$ cat config.mk
export PLATFORM = sky130hd
export DESIGN_NAME = tiny_eth_tx
export DESIGN_NICKNAME = d
export VERILOG_FILES = /design/src/rtl/tiny_eth_tx.sv
export SDC_FILE = /design/constraint.sdc
export NUM_CORES = 1
export LEC_CHECK = 0
export ABC_AREA = 1
export BUFFER_PORTS_ARGS = -buffer_cell sky130_fd_sc_hd__buf_2
export CORE_AREA = 2 2 125 127
export CTS_CLUSTER_SIZE = 40
export DETAILED_ROUTE_END_ITERATION = 10
export DIE_AREA = 0 0 127 129
export PLACE_DENSITY = 0.48
export REMOVE_ABC_BUFFERS = 1
export SKIP_CTS_REPAIR_TIMING = 1
export SYNTH_ARGS = -nofsm -noshare
export SYNTH_HDL_FRONTEND = slang
export SYNTH_SLANG_ARGS = --single-unit
$ cat constraint.sdc
create_clock -name tx_clk -period 4.12 [get_ports tx_clk]
set_clock_uncertainty 0.2 [all_clocks]
set_input_delay 0.618 -clock tx_clk [delete_from_list [all_inputs] [get_ports tx_clk]]
set_output_delay 0.618 -clock tx_clk [all_outputs]
set_load 0.01 [all_outputs]
$ cat src/rtl/tiny_eth_tx.sv
// tiny_eth_tx: serial Ethernet frame transmitter.
//
// Accepts payload bytes on a valid/ready byte stream and sends each frame one
// bit per tx_clk, LSB first. A frame is 7 bytes of 0x55 preamble, the 0xD5 SFD,
// the payload, zero padding up to MIN_FRAME bytes, and the CRC-32 FCS. A fixed
// gap of IFG_BITS quiet cycles follows every frame.
//
// Ports:
//   tx_clk     : the only clock, rising edge
//   rst        : asynchronous active-low reset
//   in_data    : payload byte
//   in_valid   : in_data / in_last are valid
//   in_last    : current byte is the final payload byte
//   in_ready   : byte is taken on this edge when in_valid is high
//   serial_out : serial line, LSB of each byte first
//   tx_en      : high while preamble .. FCS bits are on serial_out
//   busy       : high whenever the sequencer is not idle
//   tx_err     : one-cycle pulse when a byte is not supplied in time (underrun)
//
// The state machine runs one cycle ahead of the line: the state held in a
// cycle selects the bit driven onto serial_out at the following edge. The one
// exception is the first bit of a payload byte, which comes straight from
// in_data on the edge that accepts it. IFG_BITS is expected to be at least 2.
module tiny_eth_tx #(
  parameter int MIN_FRAME = 60,
  parameter int IFG_BITS  = 96
) (
  input  logic       tx_clk,
  input  logic       rst,
  input  logic [7:0] in_data,
  input  logic       in_valid,
  input  logic       in_last,
  output logic       in_ready,
  output logic       serial_out,
  output logic       tx_en,
  output logic       busy,
  output logic       tx_err
);

  typedef enum logic [2:0] {
    S_IDLE     = 3'd0,
    S_PREAMBLE = 3'd1,
    S_SFD      = 3'd2,
    S_DATA     = 3'd3,
    S_PAD      = 3'd4,
    S_FCS      = 3'd5,
    S_IFG      = 3'd6
  } state_t;

  localparam logic [10:0] MIN_L    = 11'(MIN_FRAME);
  localparam logic [15:0] IFG_LAST = 16'(IFG_BITS - 1);
  localparam logic [7:0]  SFD_BYTE = 8'hD5;

  // One bit of the reflected CRC-32 (polynomial 0xEDB88320).
  function automatic logic [31:0] crc_step(input logic [31:0] c, input logic b);
    logic [31:0] s;
    s = {1'b0, c[31:1]};
    return (c[0] ^ b) ? (s ^ 32'hEDB88320) : s;
  endfunction

  state_t      state_q, state_d;
  logic [2:0]  bit_cnt_q, bit_cnt_d;
  logic [10:0] byte_cnt_q, byte_cnt_d;   // payload + pad bytes, saturating
  logic [15:0] aux_q, aux_d;             // preamble byte / FCS bit / IFG cycle index
  logic [7:0]  sr_q, sr_d;
  logic        last_q, last_d;
  logic [31:0] crc_q, crc_d;
  logic        in_ready_q, in_ready_d;
  logic        serial_q, serial_d;
  logic        tx_en_q, tx_en_d;
  logic        busy_q, busy_d;
  logic        tx_err_q, tx_err_d;
  logic [10:0] byte_inc_s;

  assign in_ready   = in_ready_q;
  assign serial_out = serial_q;
  assign tx_en      = tx_en_q;
  assign busy       = busy_q;
  assign tx_err     = tx_err_q;

  assign byte_inc_s = (byte_cnt_q == 11'd2047) ? byte_cnt_q : (byte_cnt_q + 11'd1);

  // Next-state, counter, CRC and output computation.
  always_comb begin
    state_d    = state_q;
    bit_cnt_d  = bit_cnt_q;
    byte_cnt_d = byte_cnt_q;
    aux_d      = aux_q;
    sr_d       = sr_q;
    last_d     = last_q;
    crc_d      = crc_q;
    in_ready_d = 1'b0;
    serial_d   = 1'b0;
    tx_en_d    = 1'b0;
    tx_err_d   = 1'b0;
    busy_d     = (state_q != S_IDLE);
    case (state_q)
      S_IDLE: begin
        crc_d = 32'hFFFFFFFF;
        if (in_valid) begin
          state_d   = S_PREAMBLE;
          bit_cnt_d = 3'd0;
          aux_d     = 16'd0;
        end else begin
          state_d = S_IDLE;
        end
      end
      S_PREAMBLE: begin
        serial_d  = ~bit_cnt_q[0];   // 0x55 LSB first: 1,0,1,0,...
        tx_en_d   = 1'b1;
        bit_cnt_d = bit_cnt_q + 3'd1;
        if (bit_cnt_q == 3'd7) begin
          if (aux_q == 16'd6) begin
            state_d = S_SFD;
            aux_d   = 16'd0;
          end else begin
            aux_d = aux_q + 16'd1;
          end
        end else begin
          aux_d = aux_q;
        end
      end
      S_SFD: begin
        serial_d   = SFD_BYTE[bit_cnt_q];
        tx_en_d    = 1'b1;
        crc_d      = 32'hFFFFFFFF;
        byte_cnt_d = 11'd0;
        bit_cnt_d  = bit_cnt_q + 3'd1;
        if (bit_cnt_q == 3'd7) begin
          state_d    = S_DATA;
          in_ready_d = 1'b1;
        end else begin
          state_d = S_SFD;
        end
      end
      S_DATA: begin
        if (bit_cnt_q == 3'd0) begin
          // in_ready is high in this cycle: the byte must arrive on this edge.
          if (in_valid) begin
            sr_d       = in_data;
            last_d     = in_last;
            serial_d   = in_data[0];
            tx_en_d    = 1'b1;
            crc_d      = crc_step(crc_q, in_data[0]);
            bit_cnt_d  = 3'd1;
            byte_cnt_d = byte_inc_s;
          end else begin
            // Underrun: abandon the frame without an FCS. This cycle is the
            // first quiet cycle of the gap.
            tx_err_d  = 1'b1;
            state_d   = S_IFG;
            aux_d     = 16'd1;
            bit_cnt_d = 3'd0;
          end
        end else begin
          serial_d  = sr_q[bit_cnt_q];
          tx_en_d   = 1'b1;
          crc_d     = crc_step(crc_q, sr_q[bit_cnt_q]);
          bit_cnt_d = bit_cnt_q + 3'd1;
          if (bit_cnt_q == 3'd7) begin
            if (!last_q) begin
              state_d    = S_DATA;
              in_ready_d = 1'b1;
            end else if (byte_cnt_q < MIN_L) begin
              state_d = S_PAD;
            end else begin
              state_d = S_FCS;
              aux_d   = 16'd0;
            end
          end else begin
            state_d = S_DATA;
          end
        end
      end
      S_PAD: begin
        serial_d  = 1'b0;
        tx_en_d   = 1'b1;
        crc_d     = crc_step(crc_q, 1'b0);
        bit_cnt_d = bit_cnt_q + 3'd1;
        if (bit_cnt_q == 3'd0) begin
          byte_cnt_d = byte_inc_s;
        end else begin
          byte_cnt_d = byte_cnt_q;
        end
        if ((bit_cnt_q == 3'd7) && (byte_cnt_q >= MIN_L)) begin
          state_d = S_FCS;
          aux_d   = 16'd0;
        end else begin
          state_d = S_PAD;
        end
      end
      S_FCS: begin
        // CRC register is left untouched here; bits go out complemented.
        serial_d = ~crc_q[aux_q[4:0]];
        tx_en_d  = 1'b1;
        if (aux_q == 16'd31) begin
          state_d = S_IFG;
          aux_d   = 16'd0;
        end else begin
          aux_d = aux_q + 16'd1;
        end
      end
      S_IFG: begin
        if (aux_q >= IFG_LAST) begin
          state_d = S_IDLE;
          aux_d   = 16'd0;
        end else begin
          aux_d = aux_q + 16'd1;
        end
      end
      default: begin
        state_d = S_IDLE;
      end
    endcase
  end

  // State and registered outputs; reset clears everything at once.
  always_ff @(posedge tx_clk or negedge rst) begin
    if (!rst) begin
      state_q    <= S_IDLE;
      bit_cnt_q  <= 3'd0;
      byte_cnt_q <= 11'd0;
      aux_q      <= 16'd0;
      sr_q       <= 8'd0;
      last_q     <= 1'b0;
      crc_q      <= 32'hFFFFFFFF;
      in_ready_q <= 1'b0;
      serial_q   <= 1'b0;
      tx_en_q    <= 1'b0;
      busy_q     <= 1'b0;
      tx_err_q   <= 1'b0;
    end else begin
      state_q    <= state_d;
      bit_cnt_q  <= bit_cnt_d;
      byte_cnt_q <= byte_cnt_d;
      aux_q      <= aux_d;
      sr_q       <= sr_d;
      last_q     <= last_d;
      crc_q      <= crc_d;
      in_ready_q <= in_ready_d;
      serial_q   <= serial_d;
      tx_en_q    <= tx_en_d;
      busy_q     <= busy_d;
      tx_err_q   <= tx_err_d;
    end
  end

endmodule

After elaboration in Yosys (flattened, before gate mapping)
Memories as Yosys holds them, arrays and structs flattened.
Cells that the tools add are included.
Cells by class
  add/sub/neg operators: 3
  $mul: 0
  divide/modulo/power cells: 0
  order comparisons: 5
  equality and inequality tests: 24
  shifts and indexed selects: 0
  muxes and demuxes: 58
  bitwise gates (word level): 5
  reduce and logical (&&, ||, !) cells: 17
Operators by type and width (number)
  $mux W16: 11
  $mux W32: 5
  $pmux W16 S6: 1
  $pmux W32 S3: 1
  $mux W11: 4
  $pmux W11 S3: 1
  $mux W3: 10
  $pmux W3 S7: 1
  $mux W1: 18
  $ne A2 B2 Y1 const B: 9
  $add A16 B1 Y16 const B: 1
  $eq A16 B3 Y1 const B: 1
  $eq A16 B5 Y1 const B: 1
  $ge A16 B7 Y1 const B: 1
  $ne A3 B3 Y1 const B: 5
  $not A13 Y14: 1
  $eq A3 B3 Y1 const B: 4
  $reduce_bool A3 Y1: 4
  $add A11 B1 Y11 const B: 1
  $eq A11 B11 Y1 const B: 1
  $ge A11 B6 Y1 const B: 1
  $lt A11 B6 Y1 const B: 1
  $pmux W3 S3: 1
  $reduce_and A8 Y1: 1
  other kinds (21): 27
Word-level totals
  flip-flop bits (word level): 79
  bits in latches: 0
  bits in writable memories: 0
  bits in read-only memories: 8
  word-level logic and storage cells: 125
  memories kept: 1
Memory list
  (name not given): depth 8, bits a word 1, read ports 1, clocked after Yosys merged registers in 0, write ports 0, RTL line 124  | serial_d = SFD_BYTE[bit_cnt_q];

Depth between registers and ports, before layout
  depth in word-level cells: 6
  depth in mapped cells: 12
  gate-level depth less buffers: 12

Least setup slack after synthesis
OpenSTA, ideal clock, no wires.
  path type: reg2reg
  start: reg bit_cnt_q[0]
  end: reg aux_q[11]
  setup time: 0.074 ns
  arrival: 1.705 ns
  slack: 2.141 ns
  cell stages (with the launch flop): 13
  buffers on the path: 1
  clock period less this slack: 1.979 ns
  path through: dfrtp_1 > inv_2 > ha_1 > nand2_2 > inv_2 > nand2_4 > nor2_4 > a21oi_4 > nand3_4 > nor2_8 > buf_6 > nand2_1 > o21ai_2
On the way
  longest elaborated chain between the ends: 4
  elaborated cells on any way between the ends: 12
  those cells by class: eq/ne: 7; mux: 2; reduce/logical: 3
Ends and longest elaborated chain
  start, declared: RTL line 62  | logic [2:0] bit_cnt_q, bit_cnt_d;
  start signal, assigned: RTL line 234  | bit_cnt_q <= bit_cnt_d;
  $eq A3 B3 Y1: RTL line 112, 160, 185
  $logic_and A1 B1 Y1: RTL line 185  | if ((bit_cnt_q == 3'd7) && (byte_cnt_q >= MIN_L)) begin
  $ne A2 B2 Y1 (no line)
  $reduce_and A8 Y1 (no line)
  end signal, assigned: RTL line 236  | aux_q <= aux_d;
  end, declared: RTL line 64  | logic [15:0] aux_q, aux_d;
Parallel ways exist; a longest one is shown, timed or not.
A chain may end at the register's enable or synchronous reset.

Worst setup path in the final report
  start: reg aux_q[0]
  end: reg state_q[2]
On the way
  longest elaborated chain between the ends: 3
  elaborated cells on any way between the ends: 7
  those cells by class: order compare: 1; eq/ne: 5; reduce/logical: 1
Ends and longest elaborated chain
  $ge A16 B7 Y1 (tied with other cells): RTL line 204  | if (aux_q >= IFG_LAST) begin
  $ne A2 B2 Y1 (no line)
  $reduce_and A5 Y1 (no line) (*)
  end signal, assigned: RTL line 233  | state_q <= state_d;
  end, declared: RTL line 61  | state_t state_q, state_d;
Mark *: on every way between the ends. The rest lies on a longest branch, timed or not.

==> impl_metrics.tcl <==
set metrics [dict create \
    status "finished clean" \
    arrival_ps 2860 \
    min_period_over_period_pct 68.6 \
    hold_violations 0 \
    numCtsBuffers 9 \
    p_leak_uw 0.00276 \
    fin_crit_ps 2830 \
    drc 0 \
    drtIter0Drc 310 \
    num_vias 4483 \
    grt_pass1_wl_um 21900 \
    avgSynthCellArea_um2 7.25 \
    ys_ff_latch 79 \
    met2_usage_pct 27.4 \
    synth.distinct_cells 42 \
    switching_share_pct 43.6 \
    clockBufferDepth 2 \
    start_util_pct 34.4 \
    io_buffers 16 \
    vias_per_cell 4.94 \
    yosysMostFrequentCell "nand2_1" \
    finalNonFillerCells 908 \
    fp.dieH_um 129 \
    grt_pass1_vias 4358 \
    ff2ff_setup_slack_ps 1290 \
    clkPwrFrac_pct 25.5 \
    drv_slew 0 \
    cts_sinks 79 \
    synthFlopType "dfrtp_1" \
    dp_cells 892 \
    worstSetupEndpointType "register" \
    crit_type "register to register" \
    p_comb_share_pct 41.7 \
    coreArea_um2 15000 \
    grt_use_total_pct 16.6 \
    path_max_fanout 30 \
    setup.worst_path.start_class "register" \
    rsz0062_at_grt "false" \
    seqCellArea_um2 2020 \
    timing.fmax_mhz 354 \
    powerDensity_nw_per_um2 648 \
    pwr-share-seq_pct 32.8 \
    dpl_worst_slack_ps 1310 \
    rows 45 \
    gp_congestion 0.870 \
    fp.dieW_um 127 \
    synth_top_area_share_pct 22.8 \
    ir_drop_uv 256 \
    r2r-end "state_q[2]" \
    drive_gt1_share_pct 14.9 \
    fin_setup_tns_ps 0 \
    synthCells 710 \
    antenna_found_initial 0 \
    first_pass_iters 7 \
    setup-violations-final 0 \
    yosys.area.top_type "dfrtp_1" \
    synth_area_leaders "dfrtp_1 (23%), dfstp_2 (16%), nand2_1 (13%), nand3_1 (7.4%), inv_1 (6.9%)" \
    dp_hpwl_um 8760 \
    top_usage_layer "met2" \
    nFillCells 1603 \
    htreeDepth 3 \
    gr-total-overflow 0 \
    drv_cap 0 \
    r2r-start "aux_q[0]" \
    multi_input_area_um2 2590 \
    power_switching_uw 1610 \
    required_ps 4150 \
    final_nets 735 \
    areaGrowthSynthToFinish_pct 10.3 \
    hp-class "input port to asynchronous set/reset pin" \
    cts_tree "done" \
    yosys-top-cells-count "nand2_1 (180), inv_1 (95), nand3_1 (76), nor2_1 (65), dfrtp_1 (47)" \
    grt_max_degree 80 \
    worst_pin_slew_ps 1030 \
    holdWs_ps 228 \
    r2r_cells 10 \
    wl_per_cell_um 14.0 \
    met3_usage_pct 3.37 \
    syn_area_um2 5150 \
    ant_nets 0 \
    async_reset_ff_share_pct 100 \
    setup_ws_ps 1290 \
    yosysWarnings 0 \
    yosysSeqAreaShare_pct 39.2 \
    synth_edf_count 0 \
    fp.dieArea_um2 16400 \
    gr-usage-met1_pct 22.4 \
    utilization_pct 37.9 \
    p_int_uw 2070 \
    clk_root_buffer_cell "clkbuf_16" \
    clkTransAtPathRegs_ps 60 \
    wl_um 12700 \
    slew_headroom_pct 31.3 \
    ios 17 \
    num_antenna_cells 0 \
    insertion_delay_ps 350 \
]
==> power by group through the flow <==
stage / sequential (µW) / combinational [µW] / clock [µW]
floorplan: 1170 / 1150 / 0
global placement: 1210 / 1540 / 0
detailed placement: 1220 / 1550 / 0
CTS: 1210 / 1560 / 961
global route: 1240 / 1780 / 988
finish: 1210 / 1540 / 938
==> critical path: stages (launching register included) <==
cell      delay (ps)
dfrtp_1          960
clkinv_1         500
ha_1             340
nand3_1           90
nor2_1            60
nand2_1          130
nand2_1           90
nand3_1          130
nor2_1            70
nor2_1            90
nor2_1            40
==> cells in the final DEF, fill, tap and decap left out, types with 15 or more instances in the layout <==
| master | count |
|---|---|
| a21oi_1 | 29 |
| buf_2 | 15 |
| dfrtp_1 | 47 |
| dfstp_2 | 32 |
| inv_1 | 95 |
| nand2_1 | 180 |
| nand3_1 | 76 |
| nor2_1 | 65 |
| o21ai_0 | 33 |
| xnor2_1 | 15 |
==> stage by stage <==
stage | cell area [µm²] | power, µW
after floorplan | 5010 | 2320
after CTS | 5680 | 3730
after detailed placement | 5330 | 2770
after global placement | 5330 | 2750
after global routing | 5680 | 4010
final | 5680 | 3680
==> routing by layer <==
layer	vias up	wire (µm)
met3	8	341
met1	2128	6230
met2	66	5990
met4	0	128
met5	-	0
li1	2281	-
==> area by class of cell <==
class                   count  share of cell area [%]
flip-flops and latches     79                    35.5
clock inverters             6                    1.90
multi-input cells         501                    45.6
repair buffers             16                    1.45
clock buffers              10                    4.21
well taps                 188                    4.14
inverters                 108                    7.19
==> state kept, by name, indices dropped and copies added, names as in the netlist <==
| name | cells |
|---|---|
| aux_q | 16 |
| bit_cnt_q | 3 |
| busy | 1 |
| byte_cnt_q | 11 |
| crc_q | 32 |
| in_ready | 1 |
| last_q | 1 |
| serial_out | 1 |
| sr_q | 8 |
| state_q | 3 |
| tx_en | 1 |
| tx_err | 1 |
==> kinds of logic after synthesis <==
| family | share of synthesized area [%] |
|---|---|
| compound gates | 13.3 |
| simple gates | 30.3 |
| xor+xnor | 4.42 |
| buf+inv | 10.6 |
| flops | 39.2 |
| fa+ha+maj | 1.94 |
| mux | 0.219 |
==> worst max path at each step <==
stage / slack [ps] / startpoint / depth (start not counted) / end
finish: 1290 / aux_q[0] / 10 / state_q[2]
global route: 990 / aux_q[0] / 11 / aux_q[0]
CTS: 1290 / aux_q[0] / 10 / state_q[2]
global placement: 1350 / aux_q[0] / 10 / state_q[2]
floorplan: 1910 / aux_q[0] / 10 / state_q[2]
detailed placement: 1310 / aux_q[0] / 10 / state_q[2]
Note: power is estimated with default switching activity, not from simulation.
